## src/rtl/sram_sp_pkg.sv

```systemverilog
// sram_sp_pkg: shared state type and default sizing for the single-port
// SRAM request front-end (64x8 macro, registered Q).
package sram_sp_pkg;

    localparam int DEFAULT_BITS       = 8;
    localparam int DEFAULT_ADD_WIDTH  = 6;
    localparam int DEFAULT_WORD_DEPTH = 64;
    localparam int DEFAULT_RESP_DEPTH = 2;

    // INIT is only reachable when the power-up clear sweep is built in.
    typedef enum logic {
        INIT = 1'b0,
        RUN  = 1'b1
    } state_e;

endpackage

```

## src/rtl/sram_resp_fifo.sv

```systemverilog
// sram_resp_fifo: small synchronous FIFO holding read data captured from the
// macro until the consumer takes it. Pointers and count are cleared by reset;
// the storage array is not. Output reads zero while the FIFO is empty.
module sram_resp_fifo #(
    parameter  int WIDTH = 8,
    parameter  int DEPTH = 2,
    localparam int PTR_W = (DEPTH > 1) ? $clog2(DEPTH) : 1,
    localparam int CNT_W = $clog2(DEPTH + 1)
) (
    input  logic             clock,
    input  logic             reset,
    input  logic             push,
    input  logic [WIDTH-1:0] wdata,
    input  logic             pop,
    output logic [WIDTH-1:0] rdata,
    output logic [CNT_W-1:0] count,
    output logic             full,
    output logic             empty
);

    logic [WIDTH-1:0] mem_q [DEPTH];
    logic [WIDTH-1:0] mem_d [DEPTH];
    logic [PTR_W-1:0] wr_ptr_q, wr_ptr_d;
    logic [PTR_W-1:0] rd_ptr_q, rd_ptr_d;
    logic [CNT_W-1:0] count_q, count_d;

    // Pointer advance with explicit wrap so non-power-of-two depths work.
    function automatic logic [PTR_W-1:0] ptr_inc(input logic [PTR_W-1:0] p);
        return (p == PTR_W'(DEPTH - 1)) ? '0 : p + PTR_W'(1);
    endfunction

    // Next-state for storage, pointers and occupancy; push+pop keeps count.
    always_comb begin
        // NOTE: every variable gets a default first so no path leaves it unassigned (avoids inferred latches).
        mem_d    = mem_q;
        wr_ptr_d = wr_ptr_q;
        rd_ptr_d = rd_ptr_q;
        count_d  = count_q;
        if (push) begin
            mem_d[wr_ptr_q] = wdata;
            wr_ptr_d        = ptr_inc(wr_ptr_q);
        end
        if (pop) begin
            rd_ptr_d = ptr_inc(rd_ptr_q);
        end
        case ({push, pop})
            2'b10:   count_d = count_q + CNT_W'(1);
            2'b01:   count_d = count_q - CNT_W'(1);
            default: count_d = count_q;
        endcase
    end

    // Pointer and occupancy registers, cleared by synchronous reset.
    always_ff @(posedge clock) begin
        // NOTE: sequential state uses non-blocking (<=) so all flops update together at the edge.
        if (reset) begin
            wr_ptr_q <= '0;
            rd_ptr_q <= '0;
            count_q  <= '0;
        end else begin
            wr_ptr_q <= wr_ptr_d;
            rd_ptr_q <= rd_ptr_d;
            count_q  <= count_d;
        end
    end

    // Data storage register array.
    always_ff @(posedge clock) begin
        // NOTE: storage is deliberately not reset; the count guards it, and resetting wide arrays costs routing for nothing.
        mem_q <= mem_d;
    end

    assign rdata = empty ? '0 : mem_q[rd_ptr_q];
    assign count = count_q;
    assign full  = (count_q == CNT_W'(DEPTH));
    assign empty = (count_q == '0);

endmodule

```

## src/rtl/sram_sp_req_ctrl.sv

```systemverilog
// sram_sp_req_ctrl: valid/ready request front-end for a single-port SRAM
// macro with active-low CEB/WEB and registered Q. Reads are credited against
// the response FIFO so Q is always captured in its one valid cycle.
// Optional build macro SRAM_INIT_EN: after reset, sweep zeros into every word
// (one per cycle) before accepting requests.
module sram_sp_req_ctrl
    import sram_sp_pkg::*;
#(
    parameter int BITS       = DEFAULT_BITS,
    parameter int WORD_DEPTH = DEFAULT_WORD_DEPTH,
    parameter int ADD_WIDTH  = DEFAULT_ADD_WIDTH,
    parameter int RESP_DEPTH = DEFAULT_RESP_DEPTH
) (
    input  logic                 clock,
    input  logic                 reset,
    input  logic                 req_valid,
    output logic                 req_ready,
    input  logic                 req_wen,
    input  logic [ADD_WIDTH-1:0] req_addr,
    input  logic [BITS-1:0]      req_wdata,
    output logic                 resp_valid,
    input  logic                 resp_ready,
    output logic [BITS-1:0]      resp_rdata,
    output logic                 sram_ceb,
    output logic                 sram_web,
    output logic [ADD_WIDTH-1:0] sram_a,
    output logic [BITS-1:0]      sram_d,
    input  logic [BITS-1:0]      sram_q
);

    localparam int CNT_W = $clog2(RESP_DEPTH + 1);

    if (WORD_DEPTH != (1 << ADD_WIDTH)) begin : g_bad_depth
        $error("sram_sp_req_ctrl: WORD_DEPTH must equal 2**ADD_WIDTH");
    end
    if (RESP_DEPTH < 2) begin : g_bad_resp_depth
        $error("sram_sp_req_ctrl: RESP_DEPTH must be at least 2");
    end

    logic             run_ok;
    logic             credit_ok;
    logic             accept;
    logic             rd_accept;
    logic             pop;
    logic             inflight_q, inflight_d;
    logic             fifo_full;
    logic             fifo_empty;
    logic [CNT_W-1:0] fifo_count;

`ifdef SRAM_INIT_EN
    state_e               state_q, state_d;
    logic [ADD_WIDTH-1:0] init_cnt_q, init_cnt_d;
    logic                 init_active;
`endif

    // Acceptance, credit check and macro pin drive; reset forces the pins idle.
    always_comb begin
        // Outstanding reads (buffered + in flight) never exceed the buffer size.
        credit_ok = (int'(fifo_count) + int'(inflight_q)) < RESP_DEPTH;
`ifdef SRAM_INIT_EN
        run_ok      = !reset && (state_q == RUN);
        init_active = !reset && (state_q == INIT);
`else
        run_ok      = !reset;
`endif
        req_ready = run_ok && (req_wen || credit_ok);
        accept    = req_valid && req_ready;
        rd_accept = accept && !req_wen;

        sram_ceb = 1'b1;
        sram_web = 1'b1;
        sram_a   = req_addr;
        sram_d   = req_wdata;
        if (run_ok) begin
            sram_ceb = !accept;
            sram_web = !req_wen;
        end
`ifdef SRAM_INIT_EN
        else if (init_active) begin
            sram_ceb = 1'b0;
            sram_web = 1'b0;
            sram_a   = init_cnt_q;
            sram_d   = '0;
        end
`endif
    end

`ifdef SRAM_INIT_EN
    // Clear-sweep sequencing: one word per cycle, then hand over to RUN.
    always_comb begin
        state_d    = state_q;
        init_cnt_d = init_cnt_q;
        if (state_q == INIT) begin
            if (init_cnt_q == ADD_WIDTH'(WORD_DEPTH - 1)) begin
                state_d    = RUN;
                init_cnt_d = '0;
            end else begin
                init_cnt_d = init_cnt_q + ADD_WIDTH'(1);
            end
        end
    end

    // State and sweep counter registers; reset restarts the sweep at word 0.
    always_ff @(posedge clock) begin
        if (reset) begin
            state_q    <= INIT;
            init_cnt_q <= '0;
        end else begin
            state_q    <= state_d;
            init_cnt_q <= init_cnt_d;
        end
    end
`endif

    // In-flight flag marks the single cycle in which Q holds read data.
    always_comb begin
        inflight_d = rd_accept;
    end

    // In-flight register; reset drops any read still in the macro pipeline.
    always_ff @(posedge clock) begin
        if (reset) begin
            inflight_q <= 1'b0;
        end else begin
            inflight_q <= inflight_d;
        end
    end

    assign pop        = !fifo_empty && resp_ready;
    assign resp_valid = !fifo_empty;

    sram_resp_fifo #(
        .WIDTH (BITS),
        .DEPTH (RESP_DEPTH)
    ) u_resp_fifo (
        .clock (clock),
        .reset (reset),
        .push  (inflight_q),
        .wdata (sram_q),
        .pop   (pop),
        .rdata (resp_rdata),
        .count (fifo_count),
        .full  (fifo_full),
        .empty (fifo_empty)
    );

`ifndef SYNTHESIS
    // Credit accounting must make overflow and underflow impossible.
    always @(posedge clock) begin
        if (!reset) begin
            assert (!(inflight_q && fifo_full))
                else $error("sram_sp_req_ctrl: response buffer push while full");
            assert (!(pop && fifo_empty))
                else $error("sram_sp_req_ctrl: response buffer pop while empty");
        end
    end
`endif

endmodule

```

## config.mk

```make
export PLATFORM = sky130hd
export DESIGN_NAME = sram_sp_req_ctrl
export DESIGN_NICKNAME = d
export VERILOG_FILES = /design/src/rtl/sram_sp_pkg.sv /design/src/rtl/sram_resp_fifo.sv /design/src/rtl/sram_sp_req_ctrl.sv
export SDC_FILE = /design/constraint.sdc
export NUM_CORES = 1
export LEC_CHECK = 0
export CORE_ASPECT_RATIO = 0.75
export CORE_UTILIZATION = 37
export DETAILED_ROUTE_END_ITERATION = 12
export HOLD_SLACK_MARGIN = 0.08
export PLACE_DENSITY = 0.78
export RECOVER_POWER = 50
export SLEW_MARGIN = 20
export SYNTH_ARGS = -nofsm -noshare
export SYNTH_HDL_FRONTEND = slang
export SYNTH_SLANG_ARGS = --single-unit
export TNS_END_PERCENT = 5
```

## constraint.sdc

```tcl
create_clock -name clock -period 1.8 [get_ports clock]
set_input_delay 0.18 -clock clock [delete_from_list [all_inputs] [get_ports clock]]
set_output_delay 0.18 -clock clock [all_outputs]
set_load 0.05 [all_outputs]
```

==> results.yml <==
power:
  share_seq_of_total_power_pct: 43.5
  pwr-share-comb_pct: 40.0
  power.density_nw_per_um2: 1066
  switching_power_mw: 0.4733
  p_clk_share_pct: 16.4
  internal_power_mw: 0.8719
  p_total_mw: 1.345
  swShare_pct: 35.19
  power_leakage_nw: 0.4606
  vdd_ir_drop_max_mv: 0.5632
timing:
  slew_headroom_pct: 63.89
  finalCritPeriodShare_pct: 94.79
  fin_ws_ps: 93.76
  finalHoldViolCount: 0
  slew_viol_final: 0
  fin_crit_ps: 1706
  setup_viol: 0
  rsz0062_at_grt: "false"
  clock.fmax_mhz: 586.1
  tns_ps: 0
  skew_ps: 3.718
  tightest_slew_ps: 541.0
die:
  ioPinCount: 53
  fp.dieW_um: 60.35
  dieHeight_um: 45.76
  fp.coreArea_um2: 2365
  initial_utilization_pct: 39.95
  rows: 15
  fp.dieArea_um2: 2761
setup_path:
  slowest_stage: "dfxtp_1"
  cp.arrival_ps: 1530
  worstSetupPathType: "reg -> out"
  critPathCaptureType: "output port"
  crit_start: "u_resp_fifo.rd_ptr_q$_SDFFE_PP0P_"
  critical-path-max-stage-delay_ps: 680
  cp.required_ps: 1620
  cp_cell_sequence: "mux2i_1, nor2_1, buf_12"
  r2r_setup_slack_ps: 150
  cp-start-kind: "flop"
  cp_max_fo: 9
  rr_startpoint: "u_resp_fifo.count[0]$_SDFFE_PP0P_"
placement:
  dpl.hpwl_um: 1245
  io_buffers: 24
  place_ws_ps: 95.98
  gp_congestion: 0.6988
cells_and_area:
  drive_gt1_share_pct: 19.78
  nets: 120
  layout_common_cells: "16 x edfxtp_1, 14 x nor2_1, 11 x buf_12"
  syn_to_final_growth_pct: 33.64
  antenna-diode-count: 0
  fin_util_pct: 53.39
  final_common_cell: "edfxtp_1"
global_route:
  grt_pass1_vias: 558
  grt_antenna_before_repair: 0
  grt_usage_pct: 13.66
  grt_max_degree: 13
  grt_pass1_wl_um: 2601
  grt_overflow: 0
routing:
  wirelength_um: 1646
  drtAntennaViolNets: 0
  drt_iter0_markers: 14
  drcViolationCount: 0
  vias_per_cell: 4.512
  wl_per_cell_um: 13.17
  num_vias: 564
  first_pass_iters: 2
logic_synthesis:
  ys_seq_area_share_pct: 61.46
  yosysTopAreaCell: "edfxtp_1"
  netlist_area_um2: 944.7
  synth.avg_cell_area_um2: 12.27
  yosys.area.top_type_share_pct: 50.86
  syn_inst: 77
  synth_area_leaders: "edfxtp_1 51%, buf_4 11%, dfxtp_1 11%, mux2i_1 8.5%, nor2_1 6.0%"
  ys_types: 17
  synth_warnings: 0
  syn-num-nets: 105
  ys_ff_latch: 21
cts:
  clkTransAtPathRegs_ps: 110
  cts_tree: "built"
  htreeDepth: 1
  post_cts_buffers: 0
  clockBufferDepth: 2
  numCtsBuffers: 3
  cts_sinks: 21
  clkLatencyLatePin_ps: 300
  cts_root_buf: "clkbuf_4"
  holdBufCountCts: 0
min_path:
  hold_path.class: "in -> out"
  hp-start: "req_addr[1]"
status:
  outcome: "completed"
flow_run:
  cap_violations: 0
timing repair:
item / CTS / global route
endpoints found under the setup margin: 0 / 8
endpoints found under the hold margin: 0 / 0
resized for setup: 0 / 1
worst max-delay path: cells and delay by family, from the launching register on:
kind | cells | cell delay, ps
flip-flops | 1 | 680
AND/OR/NAND/NOR | 1 | 220
multiplexers | 1 | 150
buffers and inverters | 1 | 170
power by group through the flow:
stage	registers [mW]	clock network (mW)	logic [mW]
4_1_cts	0.585	0.226	0.547
3_5_place_dp	0.596	0	0.544
3_3_place_gp	0.592	0	0.534
5_1_grt	0.591	0.243	0.574
2_1_floorplan	0.572	0	0.392
6_report	0.585	0.221	0.539
registers in the layout, summed over array words and instances, names as in the netlist:
register	count
u_resp_fifo.mem_q	16
u_resp_fifo.count	2
inflight_q	1
u_resp_fifo.rd_ptr_q	1
u_resp_fifo.wr_ptr_q	1
cell usage after synthesis:
cell type,instances
nand2b_1,1
xor2_1,2
and2_1,1
edfxtp_1,16
dfxtp_1,5
nor2_1,15
a21oi_1,2
and3b_1,1
nor2b_1,1
xnor2_1,2
buf_4,14
or3_1,1
buf_2,1
ha_1,1
inv_1,3
mux2i_1,8
o21ai_0,3
logic make-up after synthesis:
kind of cell	Yosys count	synth area share, %
buffers and inverters	18	12.85
muxes	8	8.477
DFF	21	61.46
AOI/OAI and AO/OA	5	2.649
and+or+nand+nor	20	9.538
xor gates and xnor gates	4	3.709
adders and majority gates	1	1.324
through the flow:
step	hold slack (ps)	instance area (µm²)	instances
after floorplan	249.1	944.7	77
after global placement	360.6	1232	121
after detailed placement	360.6	1232	121
after CTS	360.6	1260	125
after global routing	360.1	1262	125
final	360.0	1262	125
cell type report:
cell class | count | area [µm²]
Clock inverter | 1 | 5.005
Fill cell | 225 | 1102
Sequential cell | 21 | 580.6
Tap cell | 34 | 42.54
Timing Repair Buffer | 25 | 355.3
Inverter | 3 | 11.26
Multi-Input combinational cell | 38 | 245.2
Clock buffer | 3 | 22.52
layer usage:
layer / routed length [µm] / part of all wire (%) / track usage (%)
met3: 136 / 8.3 / 3.125
met4: 102 / 6.2 / 11.16
met1: 625 / 38 / 15.54
met2: 782 / 48 / 22.20
met5: 0 / 0 / 0
worst paths after layout:
check | to | depth (start not counted)
hold / removal | sram_a[1] | 0
setup / recovery | resp_rdata[6] | 3
setup reg to reg | u_resp_fifo.count[1]$_SDFFE_PP0P_ | 5
hold reg to reg | u_resp_fifo.count[1]$_SDFFE_PP0P_ | 2
(Power assumes the default switching activity.)
